### src/rtl/word_align_if.sv
// Port bundle for the byte aligner: deserialized input word, control, and aligned output/status.
interface word_align_if;
  logic [7:0]  D_OUT_P;
  logic        delay_ready;
  logic        monitor_en;
  logic        manual_mode;
  logic [2:0]  manual_offset;
  logic        reset_counters;
  logic [7:0]  data_out;
  logic        data_valid;
  logic [2:0]  bit_offset;
  logic        locked;
  logic [15:0] relock_count;

  modport master (
    output D_OUT_P, delay_ready, monitor_en, manual_mode, manual_offset, reset_counters,
    input  data_out, data_valid, bit_offset, locked, relock_count
  );

  modport slave (
    input  D_OUT_P, delay_ready, monitor_en, manual_mode, manual_offset, reset_counters,
    output data_out, data_valid, bit_offset, locked, relock_count
  );
endinterface

### src/rtl/word_align.sv
// Byte-boundary aligner: finds the sync byte among all 8 rotations, confirms it,
// then emits aligned bytes while monitoring idles for loss of lock.
module word_align #(
  parameter logic [7:0] SYNC_PATTERN = 8'hAC,
  parameter int         LOCK_COUNT   = 16,
  parameter int         UNLOCK_COUNT = 4
) (
  input  logic        clk160,
  input  logic        rstb,
  word_align_if.slave bus
);

  typedef enum logic [2:0] {
    ST_IDLE, ST_SEARCH, ST_CONFIRM, ST_LOCKED, ST_MANUAL
  } state_t;

  localparam logic [7:0] LOCK_CNT8   = 8'(LOCK_COUNT);
  localparam logic [7:0] UNLOCK_CNT8 = 8'(UNLOCK_COUNT);

  state_t      state_q, state_d;
  logic [7:0]  d_prev_q;
  logic [2:0]  bit_offset_q, bit_offset_d;
  logic [7:0]  match_cnt_q, match_cnt_d;
  logic [7:0]  miss_cnt_q, miss_cnt_d;
  logic [15:0] relock_q, relock_d;
  logic [7:0]  data_out_q, data_out_d;
  logic        data_valid_q, data_valid_d;
  logic        locked_q, locked_d;

  // Two-word window; bit 0 of the previous word is the earliest bit in time.
  logic [15:0] win;
  logic [7:0]  cand [8];
  logic [7:0]  hit;
  logic [7:0]  cand_sel;
  logic [2:0]  first_k;

  assign win = {bus.D_OUT_P, d_prev_q};

  for (genvar gi = 0; gi < 8; gi++) begin : g_cand
    assign cand[gi] = win[gi+7:gi];
    assign hit[gi]  = (win[gi+7:gi] == SYNC_PATTERN);
  end

  assign cand_sel = cand[bit_offset_q];

  always_comb begin
    first_k = '0;
    for (int i = 7; i >= 0; i--) begin
      if (hit[i]) first_k = 3'(i);
    end
  end

  always_comb begin
    state_d      = state_q;
    bit_offset_d = bit_offset_q;
    match_cnt_d  = match_cnt_q;
    miss_cnt_d   = miss_cnt_q;
    relock_d     = relock_q;

    if (!bus.delay_ready) begin
      state_d     = ST_IDLE;
      match_cnt_d = '0;
      miss_cnt_d  = '0;
    end else if (state_q == ST_IDLE) begin
      state_d = bus.manual_mode ? ST_MANUAL : ST_SEARCH;
    end else if (state_q == ST_MANUAL) begin
      bit_offset_d = bus.manual_offset;
      if (!bus.manual_mode) state_d = ST_IDLE;
    end else if (bus.manual_mode) begin
      state_d     = ST_MANUAL;
      match_cnt_d = '0;
      miss_cnt_d  = '0;
    end else begin
      case (state_q)
        ST_SEARCH: begin
          if (|hit) begin
            bit_offset_d = first_k;
            match_cnt_d  = 8'd1;
            state_d      = ST_CONFIRM;
          end
        end
        ST_CONFIRM: begin
          if (cand_sel == SYNC_PATTERN) begin
            if (match_cnt_q + 8'd1 == LOCK_CNT8) begin
              state_d     = ST_LOCKED;
              match_cnt_d = '0;
            end else begin
              match_cnt_d = match_cnt_q + 8'd1;
            end
          end else begin
            match_cnt_d = '0;
            state_d     = ST_SEARCH;
          end
        end
        ST_LOCKED: begin
          // Misses only count while the far end is known to be sending idles.
          if (bus.monitor_en) begin
            if (cand_sel == SYNC_PATTERN) begin
              miss_cnt_d = '0;
            end else if (miss_cnt_q + 8'd1 == UNLOCK_CNT8) begin
              state_d    = ST_SEARCH;
              miss_cnt_d = '0;
              if (relock_q != 16'hFFFF) relock_d = relock_q + 16'd1;
            end else begin
              miss_cnt_d = miss_cnt_q + 8'd1;
            end
          end
        end
        default: ;
      endcase
    end

    if (bus.reset_counters) relock_d = '0;

    data_out_d   = cand_sel;
    locked_d     = (state_d == ST_LOCKED);
    data_valid_d = (state_d == ST_LOCKED) || (bus.manual_mode && bus.delay_ready);
  end

  always_ff @(posedge clk160 or negedge rstb) begin
    if (!rstb) begin
      state_q      <= ST_IDLE;
      d_prev_q     <= '0;
      bit_offset_q <= '0;
      match_cnt_q  <= '0;
      miss_cnt_q   <= '0;
      relock_q     <= '0;
      data_out_q   <= '0;
      data_valid_q <= 1'b0;
      locked_q     <= 1'b0;
    end else begin
      state_q      <= state_d;
      d_prev_q     <= bus.D_OUT_P;
      bit_offset_q <= bit_offset_d;
      match_cnt_q  <= match_cnt_d;
      miss_cnt_q   <= miss_cnt_d;
      relock_q     <= relock_d;
      data_out_q   <= data_out_d;
      data_valid_q <= data_valid_d;
      locked_q     <= locked_d;
    end
  end

  assign bus.data_out     = data_out_q;
  assign bus.data_valid   = data_valid_q;
  assign bus.bit_offset   = bit_offset_q;
  assign bus.locked       = locked_q;
  assign bus.relock_count = relock_q;

endmodule

### src/flat_wrapper.sv
// flat-port wrapper written by rule: the top's interface ports become plain ports
module word_align_flat 
#(
  parameter logic [7:0] SYNC_PATTERN = 8'hAC,
  parameter int         LOCK_COUNT   = 16,
  parameter int         UNLOCK_COUNT = 4
)
  (clk160, rstb, bus_D_OUT_P, bus_delay_ready, bus_monitor_en, bus_manual_mode, bus_manual_offset, bus_reset_counters, bus_data_out, bus_data_valid, bus_bit_offset, bus_locked, bus_relock_count);
  word_align_if bus_i ();
  input  logic clk160;
  input  logic rstb;
  input wire logic [$bits(bus_i.D_OUT_P)-1:0] bus_D_OUT_P;
  input wire logic [$bits(bus_i.delay_ready)-1:0] bus_delay_ready;
  input wire logic [$bits(bus_i.monitor_en)-1:0] bus_monitor_en;
  input wire logic [$bits(bus_i.manual_mode)-1:0] bus_manual_mode;
  input wire logic [$bits(bus_i.manual_offset)-1:0] bus_manual_offset;
  input wire logic [$bits(bus_i.reset_counters)-1:0] bus_reset_counters;
  output wire logic [$bits(bus_i.data_out)-1:0] bus_data_out;
  output wire logic [$bits(bus_i.data_valid)-1:0] bus_data_valid;
  output wire logic [$bits(bus_i.bit_offset)-1:0] bus_bit_offset;
  output wire logic [$bits(bus_i.locked)-1:0] bus_locked;
  output wire logic [$bits(bus_i.relock_count)-1:0] bus_relock_count;
  assign bus_i.D_OUT_P = bus_D_OUT_P;
  assign bus_i.delay_ready = bus_delay_ready;
  assign bus_i.monitor_en = bus_monitor_en;
  assign bus_i.manual_mode = bus_manual_mode;
  assign bus_i.manual_offset = bus_manual_offset;
  assign bus_i.reset_counters = bus_reset_counters;
  assign bus_data_out = bus_i.data_out;
  assign bus_data_valid = bus_i.data_valid;
  assign bus_bit_offset = bus_i.bit_offset;
  assign bus_locked = bus_i.locked;
  assign bus_relock_count = bus_i.relock_count;
  word_align #(.SYNC_PATTERN(SYNC_PATTERN), .LOCK_COUNT(LOCK_COUNT), .UNLOCK_COUNT(UNLOCK_COUNT)) u_core (.clk160(clk160), .rstb(rstb), .bus(bus_i));
endmodule
### config.mk
export PLATFORM = sky130hd
export DESIGN_NAME = word_align_flat
export DESIGN_NICKNAME = d
export VERILOG_FILES = /design/src/rtl/word_align_if.sv /design/src/rtl/word_align.sv /design/src/flat_wrapper.sv
export SDC_FILE = /design/constraint.sdc
export NUM_CORES = 1
export LEC_CHECK = 0
export BUFFER_PORTS_ARGS = -buffer_cell sky130_fd_sc_hd__buf_2
export CORE_MARGIN = 5
export CORE_UTILIZATION = 35
export DETAILED_ROUTE_END_ITERATION = 10
export HOLD_SLACK_MARGIN = 0.03
export PLACE_DENSITY_LB_ADDON = 0.08
export SETUP_SLACK_MARGIN = 0.2
export SKIP_LAST_GASP = 1
export SYNTH_ARGS = -nofsm -noshare
export SYNTH_HDL_FRONTEND = slang
export SYNTH_SLANG_ARGS = --single-unit
### constraint.sdc
create_clock -name clk160 -period 3.8 [get_ports clk160]
set_clock_uncertainty 0.15 [all_clocks]
set_input_delay 0.38 -clock clk160 [delete_from_list [all_inputs] [get_ports clk160]]
set_output_delay 0.38 -clock clk160 [all_outputs]
set_load 0.02 [all_outputs]
==> reports/metrics.cfg, run 1 <==
[grt]
grt_max_degree=44
grt_overflow=0
grt_pass1_wl_mm=14.17
antenna_found_initial=0
grt_pass1_vias=2748
grt_usage=0.1465

[sta]
hold_viol=0
setup_viol=0
finalMaxSlewViolations=0
tightest_slew_ns=0.9876
grt_setup_unrepaired=no
layout_min_cycle_time_ns=3.272
finalSetupTns_ns=0
max_freq_mhz=305.6
fin_hold_ws_ns=0.07161
timing.final.crit_share=0.8611
slew_headroom=0.3416
worst_slack_ns=0.5278

[clocking]
cts_buffer_depth=2
clockRootBuffer=clkbuf_8
insertion_delay_ns=0.31
cts_inserted_buffers=5
post_cts_buffers=0
htreeDepth=2
tritoncts=built
cts.reportedPaths.clkPinSlew_ns=0.10
cts_sinks=56

[synth]
ys_warn_count=0
ys_seq_area_frac=0.3976
synth_nets=391
synth-edff-count=0
ys_types=65
synth_ff_type=dfrtp_1
synth-seq-cells=56
syn_area_um2=3525
ys_async_sr_fraction=1.000
syn_avg_cell_area_um2=9.500
synth_cells=371

[cells_and_area]
final_cells=541
regArea_um2=1401
syn_to_final_growth_pct=12.74
nets=427
fillCellCount=1022
antenna_cells=0
multi_input_area_um2=1951
post_route_cells_drive_above_1_share=0.2010

[critical_path]
crit_path_start=u_core.bus.bit_offset[0]$_DFFE_PN0P_
path_depth=7
slowest_delay_ns=0.56
required_ns=3.85
cp_max_fo=23
r2r_slack_ns=0.53
cp_cell_sequence=buf_4 -> mux4_2 -> nor4b_4 -> a41o_1 -> a31o_1 -> nor4_1 -> mux2_1
cp.arrival_ns=3.33
ff2ff_path_depth=7
worst-setup-path-type=reg2reg
path_delay_family=multiplexers
end_kind=flip-flop
worst_path_max_delay_cell=dfrtp_1
cp-start-kind=flip-flop
timing.rr.end=u_core.bus.relock_count[11]$_DFFE_PN0P_
cp.buffers_inverters=1
worstReg2RegStart=u_core.bus.bit_offset[0]$_DFFE_PN0P_

[run_status]
run_status=complete, no violations

[hold_path]
min_path_type=in2async

[detailed_routing]
drt-pass1-iter-count=4
via_per_inst=5.482
antenna_left=0
routed_wl_mm=8.610
route.vias.total=2966
drc=0
wl_per_cell_um=15.91
initialDrtViolationCount=173

[pwr]
leakagePower_nw=1.679
power.density_nw_per_um2=375.5
irDropWorstVdd_uv=158.1

[floorplan]
pin_count=46
start_util=0.3589
core-area_um2=9819
row_count=36
chipWidth_um=110.4
fp.dieH_um=110.4
dieArea_um2=12180

[placed_design]
post-place-ws_ns=0.5343
place.gp.congestion=0.8069
dpl.cell_count=532
hpwl_mm=6.131
io_buffers=45

[flow_run]
drv_cap=0

per-stage QoR:
stage | utilization | total power [mW] | cell area [µm²]
3_5_place_dp | 0.3908 | 1.077 | 3837
5_1_grt | 0.4047 | 1.578 | 3974
2_1_floorplan | - | 0.9608 | 3525
6_report | 0.4047 | 1.492 | 3974
3_3_place_gp | 0.3908 | 1.076 | 3837
4_1_cts | 0.4047 | 1.520 | 3974
power by group:
| part | switching, mW | total (mW) | leakage [nW] | internal [mW] |
|---|---|---|---|---|
| registers | 0.0541 | 0.697 | 0.739 | 0.642 |
| clock network | 0.199 | 0.432 | 0.0645 | 0.233 |
| logic | 0.212 | 0.364 | 0.875 | 0.151 |
| total | 0.465 | 1.49 | 1.68 | 1.03 |
synthesized netlist by cell type, types with 3 or more instances:
library cell   n  share of area
dfrtp_1       56           0.40
nand2_1       43          0.046
nor2_1        21          0.022
o21ai_0       21          0.030
a21oi_1       16          0.023
inv_1         15          0.016
nand3_1       15          0.021
clkbuf_1      11          0.012
nor4_1        11          0.020
mux4_2        10          0.064
nor2b_1        9          0.016
o31ai_1        9          0.019
or4_1          8          0.017
nand4_1        7          0.012
mux2_1         6          0.019
nand2b_1       6          0.011
nor3_1         6         0.0085
or3_1          6          0.011
a22o_1         5          0.012
buf_2          5         0.0071
nor4bb_1       5          0.014
xor2_1         5          0.012
a31oi_1        4         0.0071
and2_1         4         0.0071
a21o_1         3         0.0064
and3_1         3         0.0053
buf_6          3         0.0096
ha_1           3          0.011
mux2_2         3         0.0096
mux2i_1        3         0.0085
nand4b_1       3         0.0075
nor4b_1        3         0.0075
o211ai_1       3         0.0064
o31a_1         3         0.0075
how the worst max path moves through the flow:
| stage | slack (ns) | endpoint |
|---|---|---|
| after floorplan | 1.01 | u_core.bus.relock_count[13]$_DFFE_PN0P_ |
| after global placement | 0.58 | u_core.bus.relock_count[13]$_DFFE_PN0P_ |
| after detailed placement | 0.53 | u_core.bus.relock_count[5]$_DFFE_PN0P_ |
| after CTS | 0.50 | u_core.bus.relock_count[5]$_DFFE_PN0P_ |
| after global routing | 0.24 | u_core.bus.relock_count[0]$_DFFE_PN0P_ |
| final | 0.53 | u_core.bus.relock_count[11]$_DFFE_PN0P_ |
cell families after synthesis:
kind of cell | after synthesis | share of synthesized area
DFF | 56 | 0.3976
buffers and inverters | 37 | 0.04898
muxes | 22 | 0.1012
AOI/OAI and AO/OA | 85 | 0.1676
and+or+nand+nor | 163 | 0.2616
adders and majority gates | 3 | 0.01065
xor gates and xnor gates | 5 | 0.01242
what timing repair did:
item,in CTS,in global routing
endpoints found under the hold margin,1,0
setup endpoints to repair,0,0
hold buffers,1,0
resized for setup,0,0
cells in the final DEF, fill, tap and decap left out, drive strengths merged, types with 4 or more instances in the layout:
| cell type | synthesis | routed |
|---|---|---|
| a21oi | 17 | 17 |
| a22o | 5 | 5 |
| a31oi | 4 | 4 |
| and2 | 4 | 4 |
| buf | 10 | 50 |
| clkbuf | 12 | 7 |
| dfrtp | 56 | 56 |
| inv | 15 | 15 |
| mux2 | 9 | 9 |
| mux4 | 10 | 10 |
| nand2 | 43 | 43 |
| nand2b | 6 | 6 |
| nand3 | 15 | 15 |
| nand4 | 7 | 7 |
| nor2 | 21 | 21 |
| nor2b | 9 | 9 |
| nor3 | 6 | 6 |
| nor4 | 11 | 11 |
| nor4b | 4 | 4 |
| nor4bb | 5 | 5 |
| o21ai | 21 | 21 |
| o31ai | 9 | 9 |
| or3 | 6 | 6 |
| or4 | 8 | 8 |
| xor2 | 5 | 5 |
routing by layer:
layer	wire (µm)	part of all wire	vias up	track usage
met4	77	0.0089	0	0.03342
met1	4308	0.50	1418	0.2183
met5	0	0	-	0
met3	462	0.054	6	0.02854
met2	3761	0.44	79	0.2197
li1	-	-	1463	-
cell type report:
class,instances,area share
multi-input combinational,278,0.4909
sequential,56,0.3526
timing repair buffer,51,0.06864
tap,133,0.04188
clock buffer,7,0.02424
inverter,15,0.01417
clock inverter,1,0.007557
sequential cells by signal (all words and copies together) (netlist names):
register,count
u_core.bus.bit_offset,3
u_core.bus.relock_count,16
u_core.match_cnt_q,8
u_core.bus.data_valid,1
u_core.bus.locked,1
u_core.state_q,3
u_core.bus.data_out,8
u_core.d_prev_q,8
u_core.miss_cnt_q,8
Note: power is estimated with default switching activity, not from simulation.
==> run 2, diff against run 1 <==
- ABC_AREA: unset -> 1
==> run 2 against run 1 <==
Net effect: hold slack worse by 0.021 ns; critical endpoint is now u_core.bus.relock_count[6]$_DFFE_PN0P_; sequential share of layout area down 0.31 points; highest routed layer unchanged; routed wire length grew 4.4%; largest power group unchanged; critical path depth rose by 8; first-iteration DRC count fell by 2.9%; count of clock-buffer cells in the layout shrank 1; non-clock buffer count down 4; core utilization is 0.93 points lower; die area rose by 1.6%; worst setup slack better by 0.71 ns; synthesized cell count is 35% higher.
==> reports/metrics.cfg, run 2 <==
[critical_path]
worst-setup-path-type=reg2reg
critPathMostFrequentCell=nand2_1
cp_max_fo=23
cp.arrival_ns=2.63
required_ns=3.87
end_kind=flip-flop
cp-start-kind=flip-flop
worst_path_max_delay_cell=dfrtp_1
cp_cell_sequence=inv_4 -> nand2_1 -> nand3_1 -> nand2_1 -> nand2_1 -> nand2_1 -> nand2_1 -> nor2_4 -> nand2_4 -> nand2_4 -> inv_4 -> nand2_8 -> nand2_4 -> a21oi_1 -> nor2_1
slowest_delay_ns=0.73

[synth]
ys_async_sr_fraction=1.000
syn_area_um2=3587
synth_ff_type=dfrtp_1
synth-edff-count=0
ys_warn_count=0
synth-seq-cells=56
ys_seq_area_frac=0.3907
synth_area_leader_cell=dfrtp_1
synth_cells=501
yosys-top-cells-count=157 x nand2_1, 63 x nand3_1, 58 x inv_1
synth_area_leaders=dfrtp_1 39%, nand2_1 16%, nand3_1 8.8%
synth.most_common_cell=nand2_1
yosysTopAreaCellShare=0.3907
ys_types=35
synth_nets=521
syn_avg_cell_area_um2=7.160

[grt]
grt_overflow=0
antenna_found_initial=0
grt_usage=0.1502
grt_pass1_vias=3290
grt_max_degree=45
grt_pass1_wl_mm=15.77

[pwr]
leakagePower_nw=2.073
power.density_nw_per_um2=389.0
irDropWorstVdd_uv=182.9

[placed_design]
hpwl_mm=6.797
place.gp.congestion=0.8453
post-place-ws_ns=1.266
io_buffers=45

[cells_and_area]
largest_reg_flops=16
antenna_cells=0
regArea_um2=1401
multi_input_area_um2=1861
layout_common_cells=157 x nand2_1, 63 x nand3_1, 58 x inv_1
syn_to_final_growth_pct=11.75
fillCellCount=1072
post_route_cells_drive_above_1_share=0.1538
nets=565
mostFrequentLayoutCell=nand2_1

[run_status]
run_status=complete, no violations

[sta]
finalMaxSlewViolations=0
hold_viol=0
slew_headroom=0.3169
timing.final.crit_share=0.6737
layout_min_cycle_time_ns=2.560
grt_setup_unrepaired=no
finalSetupTns_ns=0
max_freq_mhz=390.6
setup_viol=0
worst_slack_ns=1.240
tightest_slew_ns=1.025

[clocking]
tritoncts=built
ctsResizeCount=0
post_cts_buffers=0
clockRootBuffer=clkbuf_8
insertion_delay_ns=0.32
cts.reportedPaths.clkPinSlew_ns=0.12
cts_inserted_buffers=5
cts_sinks=56
cts_hold_buf=1
htreeDepth=2
cts_buffer_depth=2

[detailed_routing]
antenna_left=0
route.vias.total=3236
drc=0
drt-pass1-iter-count=5
initialDrtViolationCount=168
via_per_inst=4.745
wl_per_cell_um=13.18
routed_wl_mm=8.989

[floorplan]
dieArea_um2=12370
start_util=0.3538
chipWidth_um=111.2
fp.dieH_um=111.2
row_count=37
core-area_um2=10140
pin_count=46

[hold_path]
min_path_type=in2reg

[flow_run]
drv_cap=0

==> run 2: routing by layer <==
| layer | up-vias | track usage | routed length (µm) |
|---|---|---|---|
| li1 | 1698 | - | - |
| met1 | 1484 | 0.2126 | 4538 |
| met2 | 44 | 0.2392 | 4051 |
| met3 | 10 | 0.02456 | 297 |
| met4 | 0 | 0.03731 | 102 |
| met5 | - | 0 | 0 |
==> run 2: where the power goes <==
part / switching (mW) / leakage [nW] / internal, mW / total, mW
clock network: 0.213 / 0.0414 / 0.132 / 0.346
logic: 0.341 / 1.30 / 0.154 / 0.496
registers: 0.0606 / 0.734 / 0.658 / 0.718
==> run 2: logic make-up (layout without fill, tap and decap cells) <==
| family | after synthesis | count (layout) | synth area share |
|---|---|---|---|
| buf+inv | 74 | 119 | 0.09069 |
| simple gates | 308 | 308 | 0.3826 |
| flops | 56 | 56 | 0.3907 |
| fa+ha+maj | 3 | 3 | 0.01047 |
| xor+xnor | 17 | 17 | 0.04151 |
| compound gates | 43 | 43 | 0.08406 |
==> run 2: per-stage QoR <==
| step | hold slack [ns] | instances | power (mW) | instance area (µm²) | util |
|---|---|---|---|---|---|
| 2_1_floorplan | -0.06559 | 501 | 1.102 | 3587 | - |
| 3_3_place_gp | 0.3402 | 673 | 1.234 | 3910 | 0.3857 |
| 3_5_place_dp | 0.3434 | 673 | 1.232 | 3910 | 0.3857 |
| 4_1_cts | 0.03979 | 682 | 1.582 | 4009 | 0.3954 |
| 5_1_grt | 0.03807 | 682 | 1.676 | 4009 | 0.3954 |
| 6_report | 0.05038 | 682 | 1.559 | 4009 | 0.3954 |
==> run 2: critical path, delay by kind of cell (launching register included) <==
| kind | cells | cell delay, ns |
|---|---|---|
| compound gates | 1 | 0.14 |
| buf+inv | 2 | 0.23 |
| flops | 1 | 0.73 |
| simple gates | 12 | 1.20 |
==> run 2: cell type report <==
type                       count  share of cell area
clock buffer                   6             0.01810
clock inverter                 2            0.004057
inverter                      64             0.06117
multi-input combinational    371              0.4641
sequential                    56              0.3496
tap                          136             0.04245
timing repair buffer          47             0.06055
==> run 2: worst paths after layout <==
| kind | end | cells past startpoint | slack [ns] | from |
|---|---|---|---|---|
| max | u_core.bus.relock_count[6]$_DFFE_PN0P_ | 15 | 1.24 | u_core.bus.bit_offset[0]$_DFFE_PN0P_ |
| min | u_core.d_prev_q[4]$_DFF_PN0_ | 1 | 0.05 | bus_D_OUT_P[4] |
| max reg2reg | u_core.bus.relock_count[6]$_DFFE_PN0P_ | 15 | 1.24 | u_core.bus.bit_offset[0]$_DFFE_PN0P_ |
| min reg2reg | u_core.match_cnt_q[1]$_DFFE_PN0P_ | 2 | 0.36 | u_core.match_cnt_q[1]$_DFFE_PN0P_ |
| max in group asynchronous | u_core.match_cnt_q[1]$_DFFE_PN0P_ | 2 | 2.65 | rstb |
| min in group asynchronous | u_core.bus.data_out[0]$_DFF_PN0_ | 1 | 0.08 | rstb |
